--- config.mk ---
export PLATFORM = sky130hd
export DESIGN_NAME = uart_tx_fifo
export DESIGN_NICKNAME = d
export VERILOG_FILES = /design/src/rtl/uart_tx_fifo.sv
export SDC_FILE = /design/constraint.sdc
export NUM_CORES = 1
export LEC_CHECK = 0
export ABC_AREA = 1
export CORE_MARGIN = 2
export CORE_UTILIZATION = 35
export DETAILED_ROUTE_END_ITERATION = 12
export PLACE_DENSITY_LB_ADDON = 0.2
export SETUP_SLACK_MARGIN = 0.1
export SYNTH_ARGS = -nofsm -noshare
export SYNTH_HDL_FRONTEND = slang
export SYNTH_SLANG_ARGS = --single-unit
--- constraint.sdc ---
create_clock -name LPC_CLK -period 2.1 [get_ports LPC_CLK]
set_input_delay 0.315 -clock LPC_CLK [delete_from_list [all_inputs] [get_ports LPC_CLK]]
set_output_delay 0.315 -clock LPC_CLK [all_outputs]
set_load 0.03 [all_outputs]
--- src/rtl/uart_tx_fifo.sv ---
// uart_tx_fifo: byte FIFO between the LPC target's write-data path and the
// UART transmitter. Host writes land here in bursts; bytes are handed to the
// transmitter one at a time as one-cycle strobes, paced by its busy flag.
// `full` replaces the raw UART busy as back-pressure to the LPC target.
//
// Ports:
//   LPC_CLK   in   sole clock, rising edge
//   LPC_RST   in   synchronous active-high reset
//   wr_data   in   [7:0] byte from the LPC target
//   wr_valid  in   one-cycle push strobe
//   tx_busy   in   transmitter busy
//   ovf_clr   in   clears the sticky overflow flag
//   tx_data   out  [7:0] byte presented to the transmitter (held until next pop)
//   tx_valid  out  one-cycle strobe to the transmitter
//   full      out  level == depth (registered)
//   empty     out  level == 0 (registered)
//   level     out  [DEPTH_LOG2:0] bytes stored, excluding the byte already issued
//   overflow  out  sticky: a push was dropped
//
// state     | meaning
// IDLE      | may issue the next byte when data is stored and tx_busy is low
// WAIT_BUSY | byte issued; waiting for tx_busy to rise, bounded by BUSY_TIMEOUT
// WAIT_IDLE | transmitter accepted the byte; waiting for tx_busy to fall
module uart_tx_fifo #(
  parameter int DEPTH_LOG2   = 4,
  parameter int BUSY_TIMEOUT = 4
) (
  input  logic                  LPC_CLK,
  input  logic                  LPC_RST,
  input  logic [7:0]            wr_data,
  input  logic                  wr_valid,
  input  logic                  tx_busy,
  input  logic                  ovf_clr,
  output logic [7:0]            tx_data,
  output logic                  tx_valid,
  output logic                  full,
  output logic                  empty,
  output logic [DEPTH_LOG2:0]   level,
  output logic                  overflow
);

  localparam int DEPTH = 1 << DEPTH_LOG2;
  localparam logic [DEPTH_LOG2:0]   LVL_FULL = {1'b1, {DEPTH_LOG2{1'b0}}};
  localparam logic [DEPTH_LOG2:0]   LVL_ONE  = {{DEPTH_LOG2{1'b0}}, 1'b1};
  localparam logic [DEPTH_LOG2-1:0] PTR_ONE  = {{(DEPTH_LOG2-1){1'b0}}, 1'b1};
  localparam logic [7:0]            TMO      = 8'(BUSY_TIMEOUT);

  typedef enum logic [1:0] {
    IDLE      = 2'd0,
    WAIT_BUSY = 2'd1,
    WAIT_IDLE = 2'd2
  } state_t;

  state_t                state, state_nxt;
  logic [7:0]            mem [DEPTH];
  logic [DEPTH_LOG2-1:0] wr_ptr, rd_ptr;
  logic [7:0]            cnt, cnt_nxt;
  logic [DEPTH_LOG2:0]   level_nxt;
  logic                  push, drop, pop;

  // Full is judged on the registered flag, so a push while full is dropped
  // even when a pop frees a slot on the same edge.
  assign push = wr_valid && !full;
  assign drop = wr_valid && full;

  always_comb begin
    state_nxt = state;
    cnt_nxt   = cnt;
    pop       = 1'b0;
    unique case (state)
      IDLE: begin
        if (level != '0 && !tx_busy) begin
          pop       = 1'b1;
          cnt_nxt   = '0;
          state_nxt = WAIT_BUSY;
        end
      end
      WAIT_BUSY: begin
        if (tx_busy) begin
          state_nxt = WAIT_IDLE;
        end else if (cnt == TMO) begin
          // transmitter never signalled busy; treat the byte as consumed
          state_nxt = IDLE;
        end else begin
          cnt_nxt = cnt + 8'd1;
        end
      end
      WAIT_IDLE: begin
        if (!tx_busy) state_nxt = IDLE;
      end
      default: state_nxt = IDLE;
    endcase
  end

  always_comb begin
    level_nxt = level;
    unique case ({push, pop})
      2'b10:   level_nxt = level + LVL_ONE;
      2'b01:   level_nxt = level - LVL_ONE;
      default: level_nxt = level;
    endcase
  end

  always_ff @(posedge LPC_CLK) begin
    if (LPC_RST) begin
      state    <= IDLE;
      cnt      <= '0;
      wr_ptr   <= '0;
      rd_ptr   <= '0;
      level    <= '0;
      full     <= 1'b0;
      empty    <= 1'b1;
      tx_data  <= 8'h00;
      tx_valid <= 1'b0;
      overflow <= 1'b0;
    end else begin
      state    <= state_nxt;
      cnt      <= cnt_nxt;
      level    <= level_nxt;
      full     <= (level_nxt == LVL_FULL);
      empty    <= (level_nxt == '0);
      tx_valid <= pop;
      if (push) wr_ptr <= wr_ptr + PTR_ONE;
      if (pop) begin
        rd_ptr  <= rd_ptr + PTR_ONE;
        tx_data <= mem[rd_ptr];
      end
      if (drop)         overflow <= 1'b1;
      else if (ovf_clr) overflow <= 1'b0;
    end
  end

  always_ff @(posedge LPC_CLK) begin
    if (push && !LPC_RST) mem[wr_ptr] <= wr_data;
  end

endmodule

==> key figures <==
Power and ir drop
  – Pwr Density: 1229 nW/um^2
  – Leakage power: 0.002882 uW
  – Pwr Total: around 10000 uW
  – Worst vdd ir: 0.0005593 V

Critical path
  – CP Data Required Time: 2.42 ns
  – CP max FO: 4
  – Critical path endpoint category: register
  – FF-to-FF setup slack: 0.14 ns
  – WS Path Type: register to register
  – Reg2reg start: state[0]$_SDFFE_PP0P_
  – Worst EP arrival: approximately 2.3 ns
  – Crit path launch type: register
  – Worst reg2reg path depth: 16
  – Critical R2R Capture: full$_SDFF_PP0_

Placed design
  – Post-DP HPWL: ~10000 um
  – Routability cong.: 0.8167
  – Port bufs: 29

Worst hold path
  – Hold path depth: 3
  – Hold_sp: tx_busy
  – Type of the most critical hold path: input pin to register
  – Hold path endpoint: state[1]$_SDFFE_PP0P_

Yosys
  – Top cell type's share of synthesized area: 57.06%
  – Top_reg_cell synth: edfxtp_1
  – Area leader, netlist: edfxtp_1
  – Cell with the most instances after synthesis: edfxtp_1
  – Post-synth EDFFs: 128
  – Register area share after synthesis: around two thirds
  – Synth Instances: 584
  – Mean Syn Cell Area: 11.54 um^2
  – Yosys cell types: 35
  – Synth top cells by count: 128 x edfxtp_1, 98 x nor2_1, 61 x o21ai_0
  – Syn_nets: 606
  – Synthesized area: 6736 um^2
  – Ranking of synthesized cells by area: edfxtp_1 57%, dfxtp_1 10%, nor2_1 5.5%
  – Post-synthesis async set-or-reset flop share: 0%
  – Yosys reg bits: ~160
  – Synth warn: 0

Floorplan
  – Die W: 142.7 um
  – Die area: 20370 um^2
  – Initial Utilization: 35.89%
  – Row cnt: 50
  – Core box area: around 19000 um^2
  – Vert. Die Dim: around 140 um
  – I/O pin count: 30

Flow run
  – Max-cap violations: 0

Route
  – DRC errors left: 0
  – Average via count per standard cell: approximately 5.2
  – Via count: 4694
  – Antenna viol nets, final: 0
  – Router iterations before antenna repair: 4
  – 1st-iter DRT viols: approximately 330
  – Routed len/inst: between 15 and 20 um
  – Routed WL: 16680 um

Timing
  – Max_slew headroom: 52.44%
  – Fin crit period: 1.964 ns
  – Max Slew Vio Count: 0
  – RSZ-0062 raised after global routing: true
  – Clock Skew: 0.009362 ns
  – Fmax: 509.2 MHz
  – Fin crit share: 93.53%
  – Final hold vios: 0
  – Final setup violation count: 0
  – Least-Margin Pin Slew: 0.7111 ns

Finish
  – Area occupied by multi-input gates: 1944 um^2
  – Diodes inserted: 0
  – Share of cells above drive strength 1: 18.71%
  – Final nets: roughly 680
  – Util after Layout: 43.96%
  – P&R area growth vs syn: 22.47%
  – FF/Latch Area: about 4600 um^2
  – Fill cell instance count of the final layout: about 1700

Global route
  – Remaining Overflow, GRT: 0
  – Initial antenna violation count: 0
  – Vias in the first global route: between 4000 and 5000
  – First-pass GRT wire length: 25700 um
  – Gr usage total: 16.94%
  – Largest net degree at the start of global routing: 37

Clocking
  – Hold-fix buffers, CTS: 0
  – Clk_lat worst skew: 0.43 ns
  – CTS tree: done
  – H-tree Lvls: 4
  – Worst-path clk slew: ~0.06 ns
  – Clock sinks: 163
  – Root Buffer: clkbuf_16
  – Clk buf depth: 2
  – Total CTS buffers: 17

Status
  – Status: finished, final reports clean
[critical path, cell delays in order, from the launching register on]
cell	delay, ns
dfxtp_2	0.34
nor2_4	0.15
buf_4	0.13
nand4_2	0.10
nand2_1	0.11
nand2_2	0.07
inv_2	0.09
ha_4	0.14
a21oi_4	0.04
o311ai_2	0.22
nand2_1	0.10
inv_2	0.06
nand2_1	0.04
nand2_1	0.07
nand2_2	0.07
nand2_2	0.07
nor2_2	0.04
[how the worst max path moves through the flow]
stage,start,endpoint,slack [ns],cells past startpoint
after floorplan,level[3]$_SDFF_PP0_,level[4]$_SDFF_PP0_,0.12,15
after global placement,tx_busy,level[4]$_SDFF_PP0_,-0.21,18
final,state[0]$_SDFFE_PP0P_,full$_SDFF_PP0_,0.14,16
after detailed placement,tx_busy,full$_SDFF_PP0_,-0.25,18
after CTS,level[3]$_SDFF_PP0_,full$_SDFF_PP0_,0.11,13
after global routing,level[0]$_SDFF_PP0_,full$_SDFF_PP0_,-0.03,18
[power by group]
group | internal (uW) | total, uW | switching [uW]
registers | 3710 | 3880 | 173
clock network | 1660 | 2990 | 1330
logic | 1240 | 3270 | 2030
total | 6600 | 10100 | 3530
[final cells by class]
| cell class | count | area share [%] |
|---|---|---|
| clock buffer | 17 | 5.156 |
| clock inverter | 15 | 1.774 |
| inverter | 44 | 2.032 |
| multi-input combinational | 348 | 23.57 |
| sequential | 163 | 55.37 |
| tap | 234 | 3.549 |
| timing repair buffer | 81 | 8.553 |
[what timing repair did]
action,4_1_cts,5_1_grt
endpoints found under the setup margin,0,4
buffers inserted,0,10
endpoints found under the hold margin,0,0
resized for setup,0,17
[state kept, by name, summed over array words and instances (netlist names)]
signal / flops
state: 2
tx_valid: 1
mem: 128
empty: 1
cnt: 8
tx_data: 8
full: 1
level: 5
overflow: 1
rd_ptr: 4
wr_ptr: 4
[metal layers]
layer  track usage, %  up-vias  wire length [um]
met5                0        -                 0
met1            23.57     2288              7646
li1                 -     2256                 -
met2            26.82      134              7829
met3            3.823       16               971
met4            4.638        0               232
[metrics by stage]
| stage | worst slack, ns | instances | hold WS, ns | area (um^2) | setup TNS (ns) |
|---|---|---|---|---|---|
| 6_report | 0.1360 | 902 | 0.4693 | 8250 | 0 |
| 5_1_grt | -0.03157 | 902 | 0.4824 | 8250 | -0.06793 |
| 4_1_cts | 0.1148 | 892 | 0.4676 | 8102 | 0 |
| 3_5_place_dp | -0.2485 | 860 | 0.4695 | 7530 | -0.9158 |
| 3_3_place_gp | -0.2115 | 860 | 0.4516 | 7530 | -0.7278 |
| 2_1_floorplan | 0.1212 | 584 | 0.4139 | 6763 | 0 |
[cell usage in the layout, fill, tap and decap left out, types with 2 or more instances in the layout]
master,synthesis,routed
a211oi_1,2,2
a21oi_1,14,13
buf_12,0,2
buf_4,6,50
clkbuf_16,0,17
clkdlybuf4s50_1,0,29
clkinv_1,3,3
clkinv_4,0,3
clkinvlp_4,0,3
dfxtp_1,35,26
dfxtp_2,0,4
dfxtp_4,0,5
edfxtp_1,128,128
ha_1,9,7
inv_1,36,34
inv_2,5,7
inv_6,0,6
nand2_1,38,38
nand2_2,7,7
nand3_1,31,31
nand3_2,4,3
nand3_4,1,2
nand4_1,2,2
nor2_1,98,97
nor2_2,2,2
nor2_4,2,3
nor3_1,8,8
nor4_1,2,2
o211ai_1,15,15
o21ai_0,61,60
o21ai_1,10,10
o221ai_1,25,25
o22ai_1,7,7
xor2_1,4,3
[cell families after synthesis]
family | after synthesis | synth area share (%)
AOI/OAI and AO/OA | 138 | 12.61
xor gates and xnor gates | 4 | 0.5200
adders and majority gates | 9 | 1.672
buffers and inverters | 73 | 4.569
DFF | 163 | 67.46
and+or+nand+nor | 197 | 13.17
No activity file was read; power rests on OpenSTA's default activity.
